===== config.mk =====
export PLATFORM = sky130hd
export DESIGN_NAME = alu_exec
export DESIGN_NICKNAME = d
export VERILOG_FILES = /design/src/rtl/alu_pkg.sv /design/src/rtl/alu_exec_muldiv_seq.sv /design/src/rtl/alu_exec.sv
export SDC_FILE = /design/constraint.sdc
export NUM_CORES = 1
export LEC_CHECK = 0
export BUFFER_PORTS_ARGS = -buffer_cell sky130_fd_sc_hd__buf_4
export CORE_MARGIN = 4
export CORE_UTILIZATION = 45
export DETAILED_ROUTE_END_ITERATION = 6
export PLACE_DENSITY = 0.68
export SYNTH_ARGS = -nofsm -noshare
export SYNTH_HDL_FRONTEND = slang
export SYNTH_SLANG_ARGS = --single-unit

===== constraint.sdc =====
create_clock -name clk -period 7.79 [get_ports clk]
set_clock_uncertainty 0.2 [all_clocks]
set_input_delay 0.3895 -clock clk [delete_from_list [all_inputs] [get_ports clk]]
set_output_delay 0.3895 -clock clk [all_outputs]
set_load 0.01 [all_outputs]

===== src/rtl/alu_pkg.sv =====
// Shared ALU definitions: operation codes issued by the ALU control unit and
// the multiply/divide sequencer state encoding.
package alu_pkg;

  localparam logic [4:0] OP_ADD  = 5'd0;
  localparam logic [4:0] OP_SUB  = 5'd1;
  localparam logic [4:0] OP_AND  = 5'd2;
  localparam logic [4:0] OP_OR   = 5'd3;
  localparam logic [4:0] OP_XOR  = 5'd4;
  localparam logic [4:0] OP_SLT  = 5'd5;
  localparam logic [4:0] OP_MFLO = 5'd11;
  localparam logic [4:0] OP_MFHI = 5'd12;
  localparam logic [4:0] OP_DIV  = 5'd13;
  localparam logic [4:0] OP_MULT = 5'd14;

  typedef enum logic [1:0] {
    S_IDLE = 2'd0,
    S_CALC = 2'd1,
    S_FIX  = 2'd2
  } state_e;

endpackage


===== src/rtl/alu_exec_muldiv_seq.sv =====
// Iterative signed multiply / restoring divide on operand magnitudes, with a
// final sign-fix cycle that writes the HI/LO registers.
module muldiv_seq
  import alu_pkg::*;
#(
  parameter int WIDTH = 32,
  parameter int CNT_W = 6
) (
  input  logic             clk,
  input  logic             rst_n,
  input  logic             start,
  input  logic             is_div,
  input  logic [WIDTH-1:0] a,
  input  logic [WIDTH-1:0] b,
  output logic             busy,
  output logic             fix,
  output logic [WIDTH-1:0] lo_next,
  output logic [WIDTH-1:0] hi,
  output logic [WIDTH-1:0] lo
);

  state_e           state_q, state_d;
  logic [CNT_W-1:0] cnt_q, cnt_d;
  logic             is_div_q, is_div_d, neg_q, neg_d, a_neg_q, a_neg_d;
  logic             busy_q, busy_d;
  logic [WIDTH-1:0] amag_q, amag_d, bmag_q, bmag_d;
  logic [WIDTH-1:0] acc_q, acc_d, sh_q, sh_d, hi_q, hi_d, lo_q, lo_d;
  logic [WIDTH-1:0] a_abs, b_abs, fix_hi, fix_lo;
  logic [WIDTH:0]   sum, shifted;
  logic [2*WIDTH-1:0] prod, prod_s;
  logic             ge;

  always_comb begin
    a_abs   = a[WIDTH-1] ? -a : a;
    b_abs   = b[WIDTH-1] ? -b : b;
    // Multiply: acc holds the running high half, sh the multiplier / low half.
    sum     = {1'b0, acc_q} + {1'b0, (sh_q[0] ? amag_q : '0)};
    // Divide: acc is the partial remainder, sh the dividend / quotient.
    shifted = {acc_q, sh_q[WIDTH-1]};
    ge      = shifted >= {1'b0, bmag_q};
    prod    = {acc_q, sh_q};
    prod_s  = neg_q ? -prod : prod;

    if (is_div_q) begin
      if (bmag_q == '0) begin
        fix_lo = '1;
        fix_hi = a_neg_q ? -amag_q : amag_q;
      end else begin
        fix_lo = neg_q ? -sh_q : sh_q;
        fix_hi = a_neg_q ? -acc_q : acc_q;
      end
    end else begin
      fix_hi = prod_s[2*WIDTH-1:WIDTH];
      fix_lo = prod_s[WIDTH-1:0];
    end

    state_d  = state_q;
    cnt_d    = cnt_q;
    is_div_d = is_div_q;
    neg_d    = neg_q;
    a_neg_d  = a_neg_q;
    busy_d   = busy_q;
    amag_d   = amag_q;
    bmag_d   = bmag_q;
    acc_d    = acc_q;
    sh_d     = sh_q;
    hi_d     = hi_q;
    lo_d     = lo_q;

    case (state_q)
      S_IDLE: begin
        if (start) begin
          state_d  = S_CALC;
          cnt_d    = '0;
          is_div_d = is_div;
          neg_d    = a[WIDTH-1] ^ b[WIDTH-1];
          a_neg_d  = a[WIDTH-1];
          busy_d   = 1'b1;
          amag_d   = a_abs;
          bmag_d   = b_abs;
          acc_d    = '0;
          sh_d     = is_div ? a_abs : b_abs;
        end
      end
      S_CALC: begin
        if (is_div_q) begin
          acc_d = ge ? (shifted[WIDTH-1:0] - bmag_q) : shifted[WIDTH-1:0];
          sh_d  = {sh_q[WIDTH-2:0], ge};
        end else begin
          acc_d = sum[WIDTH:1];
          sh_d  = {sum[0], sh_q[WIDTH-1:1]};
        end
        cnt_d = cnt_q + 1'b1;
        if (cnt_q == CNT_W'(WIDTH - 1)) state_d = S_FIX;
      end
      S_FIX: begin
        hi_d    = fix_hi;
        lo_d    = fix_lo;
        busy_d  = 1'b0;
        state_d = S_IDLE;
      end
      default: state_d = S_IDLE;
    endcase
  end

  always_ff @(posedge clk or negedge rst_n) begin
    if (!rst_n) begin
      state_q  <= S_IDLE;
      cnt_q    <= '0;
      is_div_q <= 1'b0;
      neg_q    <= 1'b0;
      a_neg_q  <= 1'b0;
      busy_q   <= 1'b0;
      amag_q   <= '0;
      bmag_q   <= '0;
      acc_q    <= '0;
      sh_q     <= '0;
      hi_q     <= '0;
      lo_q     <= '0;
    end else begin
      state_q  <= state_d;
      cnt_q    <= cnt_d;
      is_div_q <= is_div_d;
      neg_q    <= neg_d;
      a_neg_q  <= a_neg_d;
      busy_q   <= busy_d;
      amag_q   <= amag_d;
      bmag_q   <= bmag_d;
      acc_q    <= acc_d;
      sh_q     <= sh_d;
      hi_q     <= hi_d;
      lo_q     <= lo_d;
    end
  end

  assign busy    = busy_q;
  assign fix     = (state_q == S_FIX);
  assign lo_next = fix_lo;
  assign hi      = hi_q;
  assign lo      = lo_q;

endmodule


===== src/rtl/alu_exec.sv =====
// EX-stage ALU: single-cycle logic/arithmetic ops plus a start/busy/done
// handshake around the iterative multiply/divide sequencer.
module alu_exec
  import alu_pkg::*;
#(
  parameter int WIDTH = 32,
  parameter int CNT_W = 6
) (
  input  logic             clk,
  input  logic             rst_n,
  input  logic             start,
  input  logic [4:0]       ALUOperation,
  input  logic [WIDTH-1:0] A,
  input  logic [WIDTH-1:0] B,
  output logic [WIDTH-1:0] result,
  output logic             zero,
  output logic             busy,
  output logic             done,
  output logic [WIDTH-1:0] hi,
  output logic [WIDTH-1:0] lo
);

  logic             accept, is_md, md_start, md_busy, md_fix;
  logic [WIDTH-1:0] md_lo_next, md_hi, md_lo;
  logic [WIDTH-1:0] result_q, result_d;
  logic             zero_q, zero_d, done_q, done_d;

  assign accept   = start & ~md_busy;
  assign is_md    = (ALUOperation == OP_DIV) || (ALUOperation == OP_MULT);
  assign md_start = accept & is_md;

  muldiv_seq #(
    .WIDTH (WIDTH),
    .CNT_W (CNT_W)
  ) u_muldiv (
    .clk     (clk),
    .rst_n   (rst_n),
    .start   (md_start),
    .is_div  (ALUOperation == OP_DIV),
    .a       (A),
    .b       (B),
    .busy    (md_busy),
    .fix     (md_fix),
    .lo_next (md_lo_next),
    .hi      (md_hi),
    .lo      (md_lo)
  );

  always_comb begin
    result_d = result_q;
    done_d   = 1'b0;
    // No new op can be accepted during FIX since busy is still high then.
    if (md_fix) begin
      result_d = md_lo_next;
      done_d   = 1'b1;
    end else if (accept && !is_md) begin
      done_d = 1'b1;
      case (ALUOperation)
        OP_ADD:  result_d = A + B;
        OP_SUB:  result_d = A - B;
        OP_AND:  result_d = A & B;
        OP_OR:   result_d = A | B;
        OP_XOR:  result_d = A ^ B;
        OP_SLT:  result_d = {{(WIDTH-1){1'b0}}, ($signed(A) < $signed(B))};
        OP_MFLO: result_d = md_lo;
        OP_MFHI: result_d = md_hi;
        default: result_d = '0;
      endcase
    end
    zero_d = (result_d == '0);
  end

  always_ff @(posedge clk or negedge rst_n) begin
    if (!rst_n) begin
      result_q <= '0;
      zero_q   <= 1'b1;
      done_q   <= 1'b0;
    end else begin
      result_q <= result_d;
      zero_q   <= zero_d;
      done_q   <= done_d;
    end
  end

  assign result = result_q;
  assign zero   = zero_q;
  assign done   = done_q;
  assign busy   = md_busy;
  assign hi     = md_hi;
  assign lo     = md_lo;

endmodule


# [Yosys cells after proc, flatten, opt, wreduce, memory -nomap -nowiden]
# Cells that the tools add are included.
[classes] n_lt_le_gt_ge=2 reduce_logical=13 n_addsub=11 mux=31 bitwise=7 n_eq_ne=14
[op_table] operator="$mux W32" n=18
[op_table] operator="$pmux W32 S8" n=1
[op_table] operator="$neg A32 Y32" n=5
[op_table] operator="$pmux W32 S2" n=2
[op_table] operator="$logic_not A32 Y1" n=2
[op_table] operator="$mux W64" n=1
[op_table] operator="$neg A64 Y64" n=1
[op_table] operator="$sub A32 B32 Y32" n=2
[op_table] operator="$add A32 B32 Y33" n=1
[op_table] operator="$ge A33 B32 Y1" n=1
[op_table] operator="$add A32 B32 Y32" n=1
[op_table] operator="$and A32 B32 Y32" n=1
[op_table] operator="$lt A32 B32 Y1" n=1
[op_table] operator="$or A32 B32 Y32" n=1
[op_table] operator="$xor A32 B32 Y32" n=1
[op_table] operator="$eq A5 B4 Y1 const B" n=4
[op_table] operator="$pmux W6 S2" n=1
[op_table] operator="$eq A5 B2 Y1 const B" n=2
[op_table] operator="$eq A5 B3 Y1 const B" n=2
[op_table] operator="$reduce_and A2 Y1" n=4
[op_table] operator="$add A6 B1 Y6 const B" n=1
[op_table] operator="$eq A6 B5 Y1 const B" n=1
[op_table] operator="$mux W6" n=1
[op_table] operator="$eq A5 B1 Y1 const B" n=1
[op_table] operator="17 further kinds" n=22
[word_totals] output_inout_bits=99 register_bits=238

# [Depth between registers and ports, before layout]
[depth] word_depth=7 mapped_depth=16 ltp_nobuf=15

# [By module]
# Synthesis repeated with hierarchy kept, for this count alone.
[unflattened] cells_unflattened=3297 area_unflattened_um2=25308.0
[by_module_without_submodules] mod="muldiv_seq" instances=1 area_per_inst_um2=17151.4 seq_area_each_um2=5104.9 cells_each=2165
[by_module_without_submodules] mod="alu_exec" instances=1 area_per_inst_um2=8156.6 seq_area_each_um2=852.1 cells_each=1132

# [Least setup slack after synthesis]
# No wires, ideal clock.
[synth_timing] path_type="input to register" from="in A[0]" to="reg zero_q, in the netlist zero" path_slack_ns=3.727 path_buffers=0 arrival_time_ns=3.796 required_ns=7.523 path_stages=14 cell_sequence="ha_1 inv_1 fa_1 nand2b_1 a21oi_1 mux2i_1 a2111o_1 a221o_1 or3_1 or4_1 or4_1 nor4_1 nand4_1 nor2_1"
[synth_between] elab_chain_len=5 elab_cells_between_ends=10 classes_between="add/sub (2); order compare (1); mux (3); bitwise (3); reduce/logical (1)"
[synth_rtl] item="start: declaration" line_no="alu_exec.sv:13" source="input logic [WIDTH-1:0] A,"
[synth_rtl] item="$sub A32 B32 Y32 or $add A32 B32 Y32 (tied branches)" line_no="alu_exec.sv:60, alu_exec.sv:59"
[synth_rtl] item="$pmux W32 S8 *" line_no="alu_exec.sv:58" source="case (ALUOperation)"
[synth_rtl] item="$mux W32 *" line_no="alu_exec.sv:56" source="end else if (accept && !is_md) begin"
[synth_rtl] item="$mux W32 *" line_no="alu_exec.sv:53" source="if (md_fix) begin"
[synth_rtl] item="via result_d[4]" line_no="alu_exec.sv:25" source="logic [WIDTH-1:0] result_q, result_d;"
[synth_rtl] item="$logic_not A32 Y1 *" line_no="alu_exec.sv:70" source="zero_d = (result_d == '0);"
[synth_rtl] item="via zero_d" line_no="alu_exec.sv:26" source="logic zero_q, zero_d, done_q, done_d;"
[synth_rtl] item="end signal: assignment" line_no="alu_exec.sv:80" source="zero_q <= zero_d;"
[synth_rtl] item="end: declaration" line_no="alu_exec.sv:26"
# The timed path passes the listed nets; every way through them passes the cells marked *.
# A chain may end at the register's enable or synchronous reset.

# [Worst setup path after layout]
[layout_timing] from="reg u_muldiv.sh_q[0]" to="reg zero_q, in the netlist zero"
[layout_between] elab_chain_len=6 elab_cells_between_ends=8 classes_between="add/sub (2); mux (5); reduce/logical (1)"
[layout_rtl] item="start: declaration" line_no="alu_exec_muldiv_seq.sv:27" source="logic [WIDTH-1:0] acc_q, acc_d, sh_q, sh_d, hi_q, hi_d, lo_q, lo_d;"
[layout_rtl] item="start signal: assignment" line_no="alu_exec_muldiv_seq.sv:117" source="sh_q <= '0;"
[layout_rtl] item="start signal: assignment" line_no="alu_exec_muldiv_seq.sv:130" source="sh_q <= sh_d;"
[layout_rtl] item="$neg A32 Y32" line_no="alu_exec_muldiv_seq.sv:49" source="fix_lo = neg_q ? -sh_q : sh_q;"
[layout_rtl] item="$mux W32" line_no="alu_exec_muldiv_seq.sv:49"
[layout_rtl] item="$mux W32" line_no="alu_exec_muldiv_seq.sv:45" source="if (bmag_q == '0) begin"
[layout_rtl] item="$mux W32 *" line_no="alu_exec_muldiv_seq.sv:44" source="if (is_div_q) begin"
[layout_rtl] item="$mux W32 *" line_no="alu_exec.sv:53"
[layout_rtl] item="via result_d[4]" line_no="alu_exec.sv:25"
[layout_rtl] item="$logic_not A32 Y1 *" line_no="alu_exec.sv:70"
[layout_rtl] item="via zero_d" line_no="alu_exec.sv:26"
# Marked as above.

==> metrics.txt <==
remaining antenna violation count 0; clk slew on worst S/H paths 0.07 ns; Hold Path Class input port to flip-flop; asr flop ratio synth 1.000; FF+latch count, synth 238; Reg area 5962 um2; Syn. warnings 0; kind of end point of the critical path flip-flop; met2 WL 41860 um; DR top layer met4; Critical Path Slowest Stage Cell dfrtp_1; Vias/cell 6.434; crit start category flip-flop; Comb pwr share 0.517; post-cts sizing count 0; Area Growth Syn to Fin 11.19%; metal3 WL 11180 um; min cycle time layout 5.207 ns; Antenna Cells 0; Arrival @ worst endpoint 5.53 ns; CTS tree yes; largest net degree at the start of global routing 150; DR iter-0 viols 2711; Clock Power Share 0.180; I/O Buffers 170; Metal-1 WL 40950 um; Post-DP Area 26240 um2; area of the die 58370 um2; TritonRoute pass-1 iters 6; number of synthesized flops with an enable pin 0; DRC Markers 0; first-pass GRT wire length 147700 um; fin util 0.5063; slowest stage delay, CP 0.99 ns; Mapped Cells 3224; GRT Util Overall 0.3195; main area contributors after synthesis dfrtp_1 (24%), ha_1 (9.3%), o21ai_0 (6.5%); RSZ-0062 raised after global routing no; Setup violations, final 0; pins over their slew limit 0; Crit Path Max Fanout 35; gr ovfl total 0; Fillers 5282; Final Instance Count excl. Fillers 3973; Post-layout nets 3514; fin crit share 0.6684; P_sw 3873 uW; Max clock buf depth 3; max cap viols 0; crit path buf inv count 1; Root Buffer clkbuf_16; top-level port count 171; dpl cells 3915; Clock Sinks 238; leakage 0.01204 uW; Post-synth top flop dfrtp_1; sw frac 0.4718; DIE WIDTH 241.6 um; area share of the largest cell type after synthesis 0.2415; htree depth 1; Reg power frac 0.303; PD cells 300.6 nW/um2; Syn Nets 3483; Initial Util 0.4554; internal power 4335 uW; synthesized area per cell 7.616 um2; post-DP HPWL 75610 um; vias in the first global route 23890; relative slew slack 0.2352; Die H 241.6 um; CP dominant cell by count or4_1; Max Fclk 192.0 MHz; layout cells sized above 1 0.09368; Synth area leader dfrtp_1; routability cong. 1.032; status complete, no violations; Wirelength per Cell 24.87 um; WL final 98830 um; worst-path cell chain inv_1 > ha_1 > nand2b_1 > o21ai_0 > xor2_1 > a21oi_1 > a221o_1 > or3_1 > or4_1 > or4_1 > nor4_1 > nand4_1 > nor2_1; mapped cell area 24550 um2; core area 53920 um2; CP delay by family, top simple AND/OR/NAND/NOR gates; DR vias 25560; TritonCTS Buffers 29; synth unique cells 87; Slew @ Worst Pin 1.137 ns; cell row count 85; post-route design area 27300 um2; Crit Path Category flip-flop to flip-flop; Fin. Hold Viols 0; Required @ worst endpoint 8.12 ns; Worst-Skew Late Latency 0.60 ns; Multi-input gate area 17190 um2; Setup TNS Final 0 ns; pre-CTS WS 2.700 ns; Peak VDD IR 0.1817 mV; post-synthesis sequential area ratio 0.2426; antenna violations before repair 0; worst setup margin 2.583 ns
## cells by family (layout without fill, tap and decap cells)
| family | after synthesis | in the layout | synth area share |
|---|---|---|---|
| flip-flops | 238 | 238 | 0.2426 |
| XOR/XNOR | 241 | 241 | 0.08627 |
| buffers and inverters | 381 | 434 | 0.05911 |
| adder cells (fa/ha/maj) | 187 | 187 | 0.09651 |
| AO/OA/AOI/OAI | 1044 | 1044 | 0.2777 |
| AND/OR/NAND/NOR | 1070 | 1070 | 0.2115 |
| multiplexers | 63 | 63 | 0.02634 |
## placed cells by master, fill, tap and decap left out, types with 33 or more instances in the layout
| cell type | n |
|---|---|
| nor2_1 | 182 |
| mux2i_1 | 59 |
| buf_4 | 208 |
| dfrtp_1 | 235 |
| nand2_1 | 385 |
| nor4_1 | 46 |
| o211ai_1 | 54 |
| nand2b_1 | 33 |
| o21ai_0 | 318 |
| ha_1 | 183 |
| inv_1 | 164 |
| nor2b_1 | 33 |
| or3_1 | 45 |
| nand3_1 | 89 |
| a21o_1 | 74 |
| xnor2_1 | 156 |
| a211oi_1 | 67 |
| xor2_1 | 84 |
| a21oi_1 | 205 |
| o31ai_1 | 53 |
| and2_1 | 46 |
| nor3_1 | 68 |
## tightest hold or removal path, cell delays in order
cell,delay [ns]
buf_4,0.12
mux2i_1,0.12
o21ai_0,0.17
## per-layer routing
layer | vias to the layer above | GRT usage
li1 | 11780 | -
met1 | 12130 | 0.4366
met2 | 1407 | 0.4845
met3 | 252 | 0.08175
met4 | 0 | 0.1284
met5 | - | 0
## worst paths after layout
path / from / endpoint / slack [ns] / cells past startpoint
worst min-delay path: A[1] / u_muldiv.amag_q[1] / 0.04 / 3
worst max register to register: u_muldiv.sh_q[0] / zero / 2.58 / 13
min in group asynchronous: rst_n / result[28] / 0.15 / 2
max in group asynchronous: rst_n / u_muldiv.acc_q[27] / 5.93 / 3
worst max-delay path: u_muldiv.sh_q[0] / zero / 2.58 / 13
worst min register to register: u_muldiv.lo[31] / u_muldiv.lo[31] / 0.31 / 1
## through the flow
| step | total power (uW) | hold slack (ns) |
|---|---|---|
| floorplan | 5183 | -0.1061 |
| global placement | 6572 | 0.2137 |
| detailed placement | 6607 | 0.2148 |
| CTS | 8117 | 0.0009855 |
| global route | 8773 | 0.05936 |
| finish | 8208 | 0.04385 |
## flip-flops by register name (all words and copies together), names as in the netlist, 2 cells and up
| register | flops |
|---|---|
| result | 32 |
| u_muldiv.hi | 32 |
| u_muldiv.acc_q | 32 |
| u_muldiv.amag_q | 32 |
| u_muldiv.state_q | 2 |
| u_muldiv.lo | 32 |
| u_muldiv.sh_q | 32 |
| u_muldiv.cnt_q | 6 |
| u_muldiv.bmag_q | 32 |
## final cells by class
class	instances	area share
clock buffer	33	0.02750
clock inverter	20	0.009486
inverter	166	0.02282
multi-input combinational	2605	0.6296
sequential	238	0.2184
tap	696	0.03190
timing repair buffer	215	0.06031
## power groups by stage
stage	logic (uW)	clock network [uW]	registers (uW)
CTS	4190	1490	2440
floorplan	3130	0	2060
detailed placement	4160	0	2450
global route	4680	1550	2540
global placement	4120	0	2450
finish	4240	1470	2490
## cell usage after synthesis (10+ instances only)
master / number
a211oi_1: 67
a21o_1: 74
a21oi_1: 205
a221oi_1: 21
a22oi_1: 16
a31o_2: 12
a31oi_1: 31
a41oi_1: 11
and2_1: 46
and3_1: 22
buf_1: 25
clkbuf_1: 182
dfrtp_1: 237
ha_1: 183
inv_1: 164
mux2i_1: 59
nand2_1: 386
nand2b_1: 35
nand3_1: 89
nand4_1: 31
nor2_1: 183
nor2b_1: 34
nor3_1: 69
nor4_1: 46
o211a_1: 11
o211ai_1: 54
o21a_1: 14
o21ai_0: 318
o21bai_1: 10
o31ai_1: 53
o41ai_1: 28
or2_2: 11
or3_1: 45
or4_1: 29
xnor2_1: 156
xor2_1: 84
## timing repair
item | CTS | global route
setup endpoints to repair | 0 | 0
buffers inserted | 0 | 0
endpoints found under the hold margin | 93 | 1
hold buffers | 4 | 1
Power figures use the tool's default switching activity.
